--- config.mk ---
export PLATFORM = sky130hd
export DESIGN_NAME = simple_uart_tx_flat
export DESIGN_NICKNAME = d
export VERILOG_FILES = /design/src/rtl/simple_uart_tx_if.sv /design/src/rtl/simple_uart_tx.sv /design/src/flat_wrapper.sv
export SDC_FILE = /design/constraint.sdc
export NUM_CORES = 1
export LEC_CHECK = 0
export CAP_MARGIN = 30
export CORE_MARGIN = 8
export CORE_UTILIZATION = 50
export CTS_CLUSTER_DIAMETER = 200
export DETAILED_ROUTE_END_ITERATION = 6
export PLACE_DENSITY = 0.87
export SYNTH_ARGS = -nofsm -noshare
export SYNTH_HDL_FRONTEND = slang
export SYNTH_SLANG_ARGS = --single-unit
--- constraint.sdc ---
create_clock -name clk_i -period 4.4 [get_ports clk_i]
set_clock_uncertainty 0.2 [all_clocks]
set_input_delay 0.44 -clock clk_i [delete_from_list [all_inputs] [get_ports clk_i]]
set_output_delay 0.44 -clock clk_i [all_outputs]
set_load 0.005 [all_outputs]
--- src/rtl/simple_uart_tx_if.sv ---
// Bus device-side signals for simple_uart_tx.
// master: drives req_i/we_i/be_i/addr_i/wdata_i, receives rvalid_o/rdata_o/err_o.
// slave : the UART side of the same bundle.
interface simple_uart_tx_if #(
   parameter int unsigned AddressWidth = 32
);
   logic                    req_i;
   logic                    we_i;
   logic [3:0]              be_i;
   logic [AddressWidth-1:0] addr_i;
   logic [31:0]             wdata_i;
   logic                    rvalid_o;
   logic [31:0]             rdata_o;
   logic                    err_o;

   modport master (
      output req_i, we_i, be_i, addr_i, wdata_i,
      input  rvalid_o, rdata_o, err_o
   );

   modport slave (
      input  req_i, we_i, be_i, addr_i, wdata_i,
      output rvalid_o, rdata_o, err_o
   );
endinterface

--- src/rtl/simple_uart_tx.sv ---
// Memory-mapped UART transmitter: bytes written to TXDATA go through a TX FIFO
// and are serialised onto tx_o as 8N1 frames, DIV clocks per bit.
// Ports:
//   clk_i  - system clock
//   rst_i  - synchronous reset, active-high
//   bus    - device-side bus (simple_uart_tx_if.slave), response 1 cycle after req
//   tx_o   - serial line, idle high
//   irq_o  - level interrupt: irq_en & FIFO empty & shifter idle (registered)
// Optional feature macro: SIMPLE_UART_TX_PARITY_EN adds an even-parity bit
// between data and stop (8E1) and sets STATUS[12].
module simple_uart_tx #(
   parameter int unsigned FifoDepth    = 8,
   parameter logic [15:0] DivResetVal  = 16'd868,
   parameter int unsigned AddressWidth = 32
) (
   input  logic                   clk_i,
   input  logic                   rst_i,
   simple_uart_tx_if.slave        bus,
   output logic                   tx_o,
   output logic                   irq_o
);
   localparam int unsigned PtrW = $clog2(FifoDepth) + 1;
   localparam int unsigned IdxW = PtrW - 1;

`ifdef SIMPLE_UART_TX_PARITY_EN
   typedef enum logic [2:0] {S_IDLE, S_START, S_DATA, S_PARITY, S_STOP} state_t;
   localparam logic ParityEn = 1'b1;
`else
   typedef enum logic [2:0] {S_IDLE, S_START, S_DATA, S_STOP} state_t;
   localparam logic ParityEn = 1'b0;
`endif

   state_t            r_state;
   logic              r_tx;
   logic [7:0]        r_shift;
   logic [15:0]       r_limit;
   logic [15:0]       r_timer;
   logic [2:0]        r_bit;
`ifdef SIMPLE_UART_TX_PARITY_EN
   logic              r_par;
`endif
   logic [7:0]        r_mem [FifoDepth];
   logic [PtrW-1:0]   r_wptr;
   logic [PtrW-1:0]   r_rptr;
   logic [15:0]       r_div;
   logic [1:0]        r_ctrl;
   logic              r_ovf;
   logic              r_irq;
   logic              r_rvalid;
   logic              r_err;
   logic [31:0]       r_rdata;

   logic [7:0]        w_off;
   logic              w_off_ok;
   logic              w_wr;
   logic              w_txd_wr;
   logic              w_push;
   logic [PtrW-1:0]   w_level;
   logic              w_full;
   logic              w_empty;
   logic              w_busy;
   logic              w_bit_end;
   logic              w_pop;
   logic [7:0]        w_head;
   logic [15:0]       w_limit;
   logic [31:0]       w_status;
   logic [31:0]       w_rdata;
   logic              w_unused;

   assign w_off     = bus.addr_i[9:2];
   assign w_off_ok  = (w_off < 8'd4);
   assign w_wr      = bus.req_i & bus.we_i & w_off_ok;
   assign w_txd_wr  = w_wr & (w_off == 8'd0) & bus.be_i[0];
   // A push is judged against the current fill level, so a same-cycle pop never rescues a full FIFO.
   assign w_push    = w_txd_wr & ~w_full;
   assign w_level   = r_wptr - r_rptr;
   assign w_full    = (w_level == PtrW'(FifoDepth));
   assign w_empty   = (r_wptr == r_rptr);
   assign w_busy    = (r_state != S_IDLE);
   assign w_bit_end = (r_timer == r_limit - 16'd1);
   assign w_head    = r_mem[r_rptr[IdxW-1:0]];
   assign w_limit   = (r_div == 16'd0) ? 16'd1 : r_div;
   // Pop from IDLE, or straight out of the last STOP cycle so frames abut.
   assign w_pop     = r_ctrl[0] & ~w_empty &
                      ((r_state == S_IDLE) | ((r_state == S_STOP) & w_bit_end));
   assign w_status  = {19'd0, ParityEn, 4'(w_level), 4'd0, r_ovf, w_busy, w_empty, w_full};
   assign w_unused  = ^{bus.addr_i[1:0], bus.addr_i[AddressWidth-1:10],
                        bus.wdata_i[31:16], bus.be_i[3:2]};

   // Register read mux
   always_comb begin
      w_rdata = 32'd0;
      case (w_off)
         8'd1:    w_rdata = w_status;
         8'd2:    w_rdata = {16'd0, r_div};
         8'd3:    w_rdata = {30'd0, r_ctrl};
         default: w_rdata = 32'd0;
      endcase
   end

   // FIFO storage; pointers alone define contents, so no reset needed
   always_ff @(posedge clk_i) begin
      if (w_push) begin
         r_mem[r_wptr[IdxW-1:0]] <= bus.wdata_i[7:0];
      end
   end

   // Bus response, control registers, write pointer and interrupt
   always_ff @(posedge clk_i) begin
      if (rst_i) begin
         r_rvalid <= 1'b0;
         r_err    <= 1'b0;
         r_rdata  <= 32'd0;
         r_wptr   <= '0;
         r_ovf    <= 1'b0;
         r_div    <= DivResetVal;
         r_ctrl   <= 2'd0;
         r_irq    <= 1'b0;
      end else begin
         r_rvalid <= bus.req_i;
         r_err    <= bus.req_i & ~w_off_ok;
         r_rdata  <= (bus.req_i & ~bus.we_i & w_off_ok) ? w_rdata : 32'd0;
         r_irq    <= r_ctrl[1] & w_empty & ~w_busy;
         if (w_push) begin
            r_wptr <= r_wptr + PtrW'(1);
         end
         if (w_txd_wr & w_full) begin
            r_ovf <= 1'b1;
         end else if (w_wr & (w_off == 8'd1) & bus.be_i[0] & bus.wdata_i[3]) begin
            r_ovf <= 1'b0;
         end
         if (w_wr & (w_off == 8'd2)) begin
            if (bus.be_i[0]) r_div[7:0]  <= bus.wdata_i[7:0];
            if (bus.be_i[1]) r_div[15:8] <= bus.wdata_i[15:8];
         end
         if (w_wr & (w_off == 8'd3) & bus.be_i[0]) begin
            r_ctrl <= bus.wdata_i[1:0];
         end
      end
   end

   // Baud FSM: each state lasts r_limit clocks; r_tx is set on the edge that enters a bit
   always_ff @(posedge clk_i) begin
      if (rst_i) begin
         r_state <= S_IDLE;
         r_tx    <= 1'b1;
         r_rptr  <= '0;
         r_shift <= 8'd0;
         r_limit <= 16'd1;
         r_timer <= 16'd0;
         r_bit   <= 3'd0;
`ifdef SIMPLE_UART_TX_PARITY_EN
         r_par   <= 1'b0;
`endif
      end else begin
         case (r_state)
            S_IDLE: begin
               if (w_pop) begin
                  r_state <= S_START;
                  r_tx    <= 1'b0;
                  r_shift <= w_head;
                  r_limit <= w_limit;
                  r_timer <= 16'd0;
                  r_rptr  <= r_rptr + PtrW'(1);
`ifdef SIMPLE_UART_TX_PARITY_EN
                  r_par   <= ^w_head;
`endif
               end
            end
            S_START: begin
               if (w_bit_end) begin
                  r_state <= S_DATA;
                  r_timer <= 16'd0;
                  r_bit   <= 3'd0;
                  r_tx    <= r_shift[0];
                  r_shift <= r_shift >> 1;
               end else begin
                  r_timer <= r_timer + 16'd1;
               end
            end
            S_DATA: begin
               if (w_bit_end) begin
                  r_timer <= 16'd0;
                  if (r_bit == 3'd7) begin
`ifdef SIMPLE_UART_TX_PARITY_EN
                     r_state <= S_PARITY;
                     r_tx    <= r_par;
`else
                     r_state <= S_STOP;
                     r_tx    <= 1'b1;
`endif
                  end else begin
                     r_bit   <= r_bit + 3'd1;
                     r_tx    <= r_shift[0];
                     r_shift <= r_shift >> 1;
                  end
               end else begin
                  r_timer <= r_timer + 16'd1;
               end
            end
`ifdef SIMPLE_UART_TX_PARITY_EN
            S_PARITY: begin
               if (w_bit_end) begin
                  r_state <= S_STOP;
                  r_timer <= 16'd0;
                  r_tx    <= 1'b1;
               end else begin
                  r_timer <= r_timer + 16'd1;
               end
            end
`endif
            S_STOP: begin
               if (w_bit_end) begin
                  r_timer <= 16'd0;
                  if (w_pop) begin
                     r_state <= S_START;
                     r_tx    <= 1'b0;
                     r_shift <= w_head;
                     r_limit <= w_limit;
                     r_rptr  <= r_rptr + PtrW'(1);
`ifdef SIMPLE_UART_TX_PARITY_EN
                     r_par   <= ^w_head;
`endif
                  end else begin
                     r_state <= S_IDLE;
                  end
               end else begin
                  r_timer <= r_timer + 16'd1;
               end
            end
            default: begin
               r_state <= S_IDLE;
               r_tx    <= 1'b1;
            end
         endcase
      end
   end

   assign tx_o         = r_tx;
   assign irq_o        = r_irq;
   assign bus.rvalid_o = r_rvalid;
   assign bus.rdata_o  = r_rdata;
   assign bus.err_o    = r_err;
endmodule
--- src/flat_wrapper.sv ---
// flat-port wrapper written by rule: the top's interface ports become plain ports
module simple_uart_tx_flat 
#(
   parameter int unsigned FifoDepth    = 8,
   parameter logic [15:0] DivResetVal  = 16'd868,
   parameter int unsigned AddressWidth = 32
)
  (clk_i, rst_i, tx_o, irq_o, bus_req_i, bus_we_i, bus_be_i, bus_addr_i, bus_wdata_i, bus_rvalid_o, bus_rdata_o, bus_err_o);
  simple_uart_tx_if #(.AddressWidth(AddressWidth)) bus_i ();
  input  logic clk_i;
  input  logic rst_i;
  output logic tx_o;
  output logic irq_o;
  input wire logic [$bits(bus_i.req_i)-1:0] bus_req_i;
  input wire logic [$bits(bus_i.we_i)-1:0] bus_we_i;
  input wire logic [$bits(bus_i.be_i)-1:0] bus_be_i;
  input wire logic [$bits(bus_i.addr_i)-1:0] bus_addr_i;
  input wire logic [$bits(bus_i.wdata_i)-1:0] bus_wdata_i;
  output wire logic [$bits(bus_i.rvalid_o)-1:0] bus_rvalid_o;
  output wire logic [$bits(bus_i.rdata_o)-1:0] bus_rdata_o;
  output wire logic [$bits(bus_i.err_o)-1:0] bus_err_o;
  assign bus_i.req_i = bus_req_i;
  assign bus_i.we_i = bus_we_i;
  assign bus_i.be_i = bus_be_i;
  assign bus_i.addr_i = bus_addr_i;
  assign bus_i.wdata_i = bus_wdata_i;
  assign bus_rvalid_o = bus_i.rvalid_o;
  assign bus_rdata_o = bus_i.rdata_o;
  assign bus_err_o = bus_i.err_o;
  simple_uart_tx #(.FifoDepth(FifoDepth), .DivResetVal(DivResetVal), .AddressWidth(AddressWidth)) u_core (.clk_i(clk_i), .rst_i(rst_i), .bus(bus_i), .tx_o(tx_o), .irq_o(irq_o));
endmodule
### Word level (Yosys, flattened, before mapping)

Memories as Yosys holds them, arrays and structs flattened. A register that Yosys moved wholly into a read port is not among the register bits.
Index checks and enable logic that the tools add are counted.

* flip-flop bits (word level): 109
* latch bits: 0
* bits in writable memories: 64
* memory bits (read-only): 0
* input bits: 72
* memories: 1

* add/sub/neg operators: 6
* multipliers: 0
* divide/modulo/power cells: 0
* magnitude comparators: 1
* equal/unequal tests: 16
* shift operators: 0
* multiplexer cells: 40
* bitwise operators: 27
* reductions and logical operators: 19

Memories
* u_core.r_mem: depth 8, width 8, read ports 1, clocked after memory_dff 1, wr ports 1, RTL line simple_uart_tx.sv:42 `logic [7:0] r_mem [FifoDepth];`

Operators by type and width (count)
* two-way mux 16 bit: 5
* case mux 16 bit (2 select lines): 2
* case mux 16 bit (3 select lines): 1
* two-way mux 8 bit: 5
* case mux 8 bit (4 select lines): 1
* two-way mux 3 bit: 10
* AND 1 bit: 20
* adder 16 x 1 -> 16 bit (second input constant): 1
* equality test 16 bit: 1
* equality test 8 x 2 -> 1 bit (second input constant): 2
* logical NOT 16 bit: 1
* subtractor 16 x 1 -> 16 bit (second input constant): 1
* case mux 3 bit (4 select lines): 1
* two-way mux 1 bit: 10
* inequality test 2 x 1 -> 1 bit (second input constant): 5
* AND reduction 5 bit: 2
* adder 4 x 1 -> 4 bit (second input constant): 2
* equality test 8 x 1 -> 1 bit (second input constant): 1
* logical NOT 8 bit: 1
* less-than comparator 8 x 3 -> 1 bit (second input constant): 1
* two-way mux 4 bit: 2
* case mux 4 bit (2 select lines): 1
* AND reduction 2 bit: 4
* nonzero test 2 bit: 4
* other kinds (19): 25

### Logic depth before layout (Yosys ltp)

* depth in word-level cells: 10
* gate-level depth with buffers: 12
* gate-level depth less buffers: 10

### Worst setup path after synthesis

OpenSTA, ideal clock, no wires.

* path kind: in2reg
* start point: input bus_addr_i[7]
* end point: memory u_core.r_mem[0][0], enable pin
* setup time: 0.383 ns
* data arrival time: 2.741 ns
* data required time: 3.817 ns
* setup slack: 1.076 ns
* stages on the path: 7
* buffers on the path: 0
* cell sequence: or4_1 > nor3_1 > nand2_1 > or3_1 > nor2_1 > nand2_1 > nor3_1

* longest elaborated chain between the ends: 7
* elaborated cells between the ends (all ways): 8
* classes of those cells: order compare (1); mux (2); bitwise (4); reduce/logical (1)

RTL lines
* from (decl): RTL line flat_wrapper.sv:17 `input wire logic [$bits(bus_i.addr_i)-1:0] bus_addr_i;`
* less-than comparator 8 x 3 -> 1 bit: RTL line simple_uart_tx.sv:71 `assign w_off_ok = (w_off < 8'd4);`
* AND 1 bit: RTL line simple_uart_tx.sv:72 `assign w_wr = bus.req_i & bus.we_i & w_off_ok;`
* AND 1 bit (*) (2 in series): RTL line simple_uart_tx.sv:73 `assign w_txd_wr = w_wr & (w_off == 8'd0) & bus.be_i[0];`
* AND 1 bit (*): RTL line simple_uart_tx.sv:75 `assign w_push = w_txd_wr & ~w_full;`
* two-way mux 1 bit (*): RTL line simple_uart_tx.sv:103 `if (w_push) begin`
* two-way mux 1 bit (implied by the code) (*): RTL line simple_uart_tx.sv:104 `r_mem[r_wptr[IdxW-1:0]] <= bus.wdata_i[7:0];`
* to (decl): RTL line simple_uart_tx.sv:42

Every way passes the cells marked *; elsewhere a longest branch is shown, timed or not.

==> flow_results.org <==
** Setup path
- Maximum net fanout on the critical path :: 19
- Req. time, crit path :: 4520 ps
- The critical path goes through inv_1, ha_1, xnor2_1, xnor2_1, or4_4, nor4_4, nand2_1, o21ai_2, nand3_1, a21oi_1.
- The worst setup path is of the register to register kind.
- The number of buffers and inverters on the critical path is 1.
- STA puts the critical path data arrival time at 3650 ps.
- The worst setup path is captured at a register.
- Most repeated library cell on the critical path :: sky130_fd_sc_hd__xnor2_1
- Critical path's top delay family :: simple AND/OR/NAND/NOR gates
- The slowest stage of the critical path is the sky130_fd_sc_hd__o21ai_2 cell.
- Biggest cell delay along the critical path :: 700 ps
- Startpoint type of the worst setup path :: register

** CTS
- Reg clk slew, reported paths :: 60 ps
- Counting the buffers created by CTS gives 17.
- Gates resized during post-CTS repair numbered 0.
- Worst-Skew Late Latency :: 420 ps
- The H-tree generated during clock tree synthesis spans 4 levels.
- TritonCTS built the clock tree.
- CTS saw 159 sinks.
- Deepest clock path buffer count :: 2
- Post-CTS Hold Fix Bufs :: 0
- The tree is rooted in a sky130_fd_sc_hd__clkbuf_16.
- Post-CTS setup repair buffer count :: 0

** Drt
- Average wire per cell in the routed design :: 18.4 um
- The routed layout has 5028 vias.
- The detail route stage leaves a number of antenna-violating nets equal to 0.
- Total length of routed wires :: 16.2 mm
- In the routed design, unresolved DRC markers number 0.
- Iteration-0 DRC count of the detailed router :: 420
- Avg Vias per Cell :: 5.74
- Detailed-routing iteration count for the pre-antenna-repair pass :: 5

** Layout
- Filler cell count :: 1012
- Ratio of cells with drive above 1 in the final layout :: 0.0948
- At the end of the flow, the number of nets in the layout was 770.
- Antenna cells :: 0
- Footprint of the multi-input gates :: 0.00302 mm^2
- Sequential standard cell area :: 0.00382 mm^2
- Post-route design area :: 0.00822 mm^2
- From synthesis to final layout, the design area changed by 16.6%.

** Yosys
- The biggest area contributor in the post-synthesis netlist is sky130_fd_sc_hd__edfxtp_1.
- Of the total synthesized cell area, the portion taken by AND, OR, NAND and NOR gates is 0.161.
- Of the total synthesized cell area, the portion taken by XOR and XNOR cells is 0.0522.
- After synthesis, the share of cell area in mux cells is 0.104.
- Area of the mapped netlist :: 0.00705 mm^2
- The share of the Yosys chip area taken by registers is 0.543.
- Flop and latch count out of synthesis :: 159
- Post-synthesis cell count :: 633
- In the post-synthesis netlist, the cell with the most instances is sky130_fd_sc_hd__dfxtp_1.
- Compound-cell area share of the yosys netlist :: 0.0747
- Synth top cells by count :: sky130_fd_sc_hd__dfxtp_1 (95), sky130_fd_sc_hd__nor2_1 (74), sky130_fd_sc_hd__nand2_1 (68)
- Largest cells by area after synthesis :: sky130_fd_sc_hd__edfxtp_1 (27%), sky130_fd_sc_hd__dfxtp_1 (27%), sky130_fd_sc_hd__mux4_2 (5.1%)
- In this run, distinct cell masters in the synthesized netlist total 63.
- Of the total synthesized cell area, the portion taken by full adders, half adders and majority gates is 0.0277.
- Dominant combinational cell family by area after synthesis :: simple AND/OR/NAND/NOR gates
- Fraction of synthesized cell area taken by the top area cell type :: 0.273
- For this run, the leading register cell type out of synthesis is sky130_fd_sc_hd__dfxtp_1.
- Number of flops mapped to enable cells by yosys :: 64
- After synthesis, the share of flip-flops with an asynchronous set or reset is 0.
- Number of warnings issued by yosys :: 0
- A synthesized cell averages 11.1 um^2.

** Global routing
- The via count of the first global-routing pass was 5148.
- Entering global routing, the biggest net connects 51 pins.
- First-pass GRT wire length :: 26.0 mm
- After global routing the overflow that remains totals 0.
- Number of antenna violations at the first check in global routing :: 0
- In the global route stage, overall resource usage came out at 0.180.

** STA
- Setup repair after global routing missed its margin :: false
- The max-slew violation count came to 0.
- The hold violation count in the final report is 0.
- At the pin with the least slew margin, the transition time is 950 ps.
- Fin crit period :: 3530 ps
- Setup Viol. Count Final :: 0
- In the final timing run, aggregate negative setup slack is 0 ps.
- Of the available clock period, the critical path in the final layout requires 0.802.
- Measured against its own limit, the worst slew margin works out to 0.366.
- Maximum clock frequency :: 283 MHz

** Die
- For this configuration, the core starts out at a cell density of 0.510.
- From bottom edge to top edge, the die measures 135 um.
- The die covers 0.0182 mm^2.
- The initialized floorplan defines 43 standard-cell rows.
- Count of boundary I/O pins :: 108
- Chip Width :: 135 um
- Core Footprint :: 0.0138 mm^2

** Place
- Placed cell areas :: 0.00767 mm^2
- Input and output buffers added on the ports amount to 49.
- After legalization and detailed placement, the total HPWL measured 11.3 mm.
- GPL Wtd Cong :: 0.889

** Power and ir drop
- Dividing total power by cell area gives a power density of 361 mW/mm^2.
- Power after layout :: 0.00296 W
- Worst VDD drop :: 0.268 mV
- Lkg Pwr :: 2.98 nW

** Status
- Outcome :: finished clean

** Job
- Maximum capacitance violations :: 0

** Worst hold path
- The worst hold path belongs to the class register to register.
## per-stage QoR
| step | worst slack, ps | util | cells | hold slack [ps] |
|---|---|---|---|---|
| after global routing | 701 | 0.594 | 876 | 271 |
| after CTS | 891 | 0.594 | 876 | 259 |
| final | 869 | 0.594 | 876 | 260 |
| after detailed placement | 572 | 0.555 | 844 | 242 |
| after global placement | 729 | 0.553 | 843 | 252 |
| after floorplan | 1080 | - | 648 | 224 |
## cell families (layout without fill, tap and decap cells)
group	after synthesis	after routing
xor gates and xnor gates	42	42
adders and majority gates	15	15
DFF	159	159
buffers and inverters	53	101
AOI/OAI and AO/OA	83	83
other	1	16
muxes	53	53
and+or+nand+nor	227	227
## per-layer routing
layer,part of all wire,track usage,up-vias,routed length [um]
met5,0,0,-,0
li1,-,-,2323,-
met1,0.40,0.209,2474,6530
met4,0.025,0.0873,0,404
met2,0.52,0.310,196,8390
met3,0.051,0.0364,35,826
## flip-flops by register name (all words and copies together) (netlist names), named ones only
register	cells
u_core.bus.rdata_o	16
u_core.r_ovf	1
u_core.bus.err_o	1
u_core.r_limit	16
u_core.r_shift	8
u_core.r_div	16
u_core.tx_o	1
u_core.r_wptr	4
u_core.r_state	2
u_core.r_rptr	4
u_core.r_ctrl	2
u_core.r_mem	64
u_core.bus.rvalid_o	1
u_core.r_bit	3
u_core.r_timer	16
u_core.irq_o	1
## layout by cell type (no fill, tap or decap), drive strengths merged, types with 6 or more instances in the layout
cell type      count
dfxtp             95
nor2              74
nand2             68
edfxtp            64
clkdlybuf4s50     48
mux2i             35
a21oi             33
xor2              23
o21ai             21
clkbuf            20
xnor2             19
inv               17
mux4              16
conb              16
and3              14
ha                14
nor3              11
nand3             11
nor4               9
clkinvlp           7
nand4              7
buf                7
nand2b             6
## worst reg2reg max path: stages, from the launching register on
cell                      delay, ps
sky130_fd_sc_hd__dfxtp_1        440
sky130_fd_sc_hd__inv_1           80
sky130_fd_sc_hd__ha_1           230
sky130_fd_sc_hd__xnor2_1        220
sky130_fd_sc_hd__xnor2_1        130
sky130_fd_sc_hd__or4_4          540
sky130_fd_sc_hd__nor4_4         350
sky130_fd_sc_hd__nand2_1        150
sky130_fd_sc_hd__o21ai_2        700
sky130_fd_sc_hd__nand3_1        180
sky130_fd_sc_hd__a21oi_1        220
## worst paths after layout
kind	startpoint	to	slack, ps	cells after the start
max reg2reg	u_core.r_limit[0]	register	870	10
max	u_core.r_limit[0]	register	870	10
min reg2reg	u_core.r_ctrl[1]	u_core.irq_o	260	2
min	u_core.r_ctrl[1]	u_core.irq_o	260	2
## cell type report
class	count	share of cell area
multi-input cells	436	0.367
clock buffers	20	0.0531
clock inverters	12	0.0137
flip-flops and latches	159	0.465
repair buffers	55	0.0670
inverters	14	0.00639
well taps	180	0.0274
## power by group
part / switching (W) / internal, W / leakage (nW)
Clock: 0.000584 / 0.000780 / 0.243
Sequential: 0.000000418 / 0.00153 / 1.34
Combinational: 0.0000381 / 0.0000285 / 1.39
Note: power is estimated with default switching activity, not from simulation.
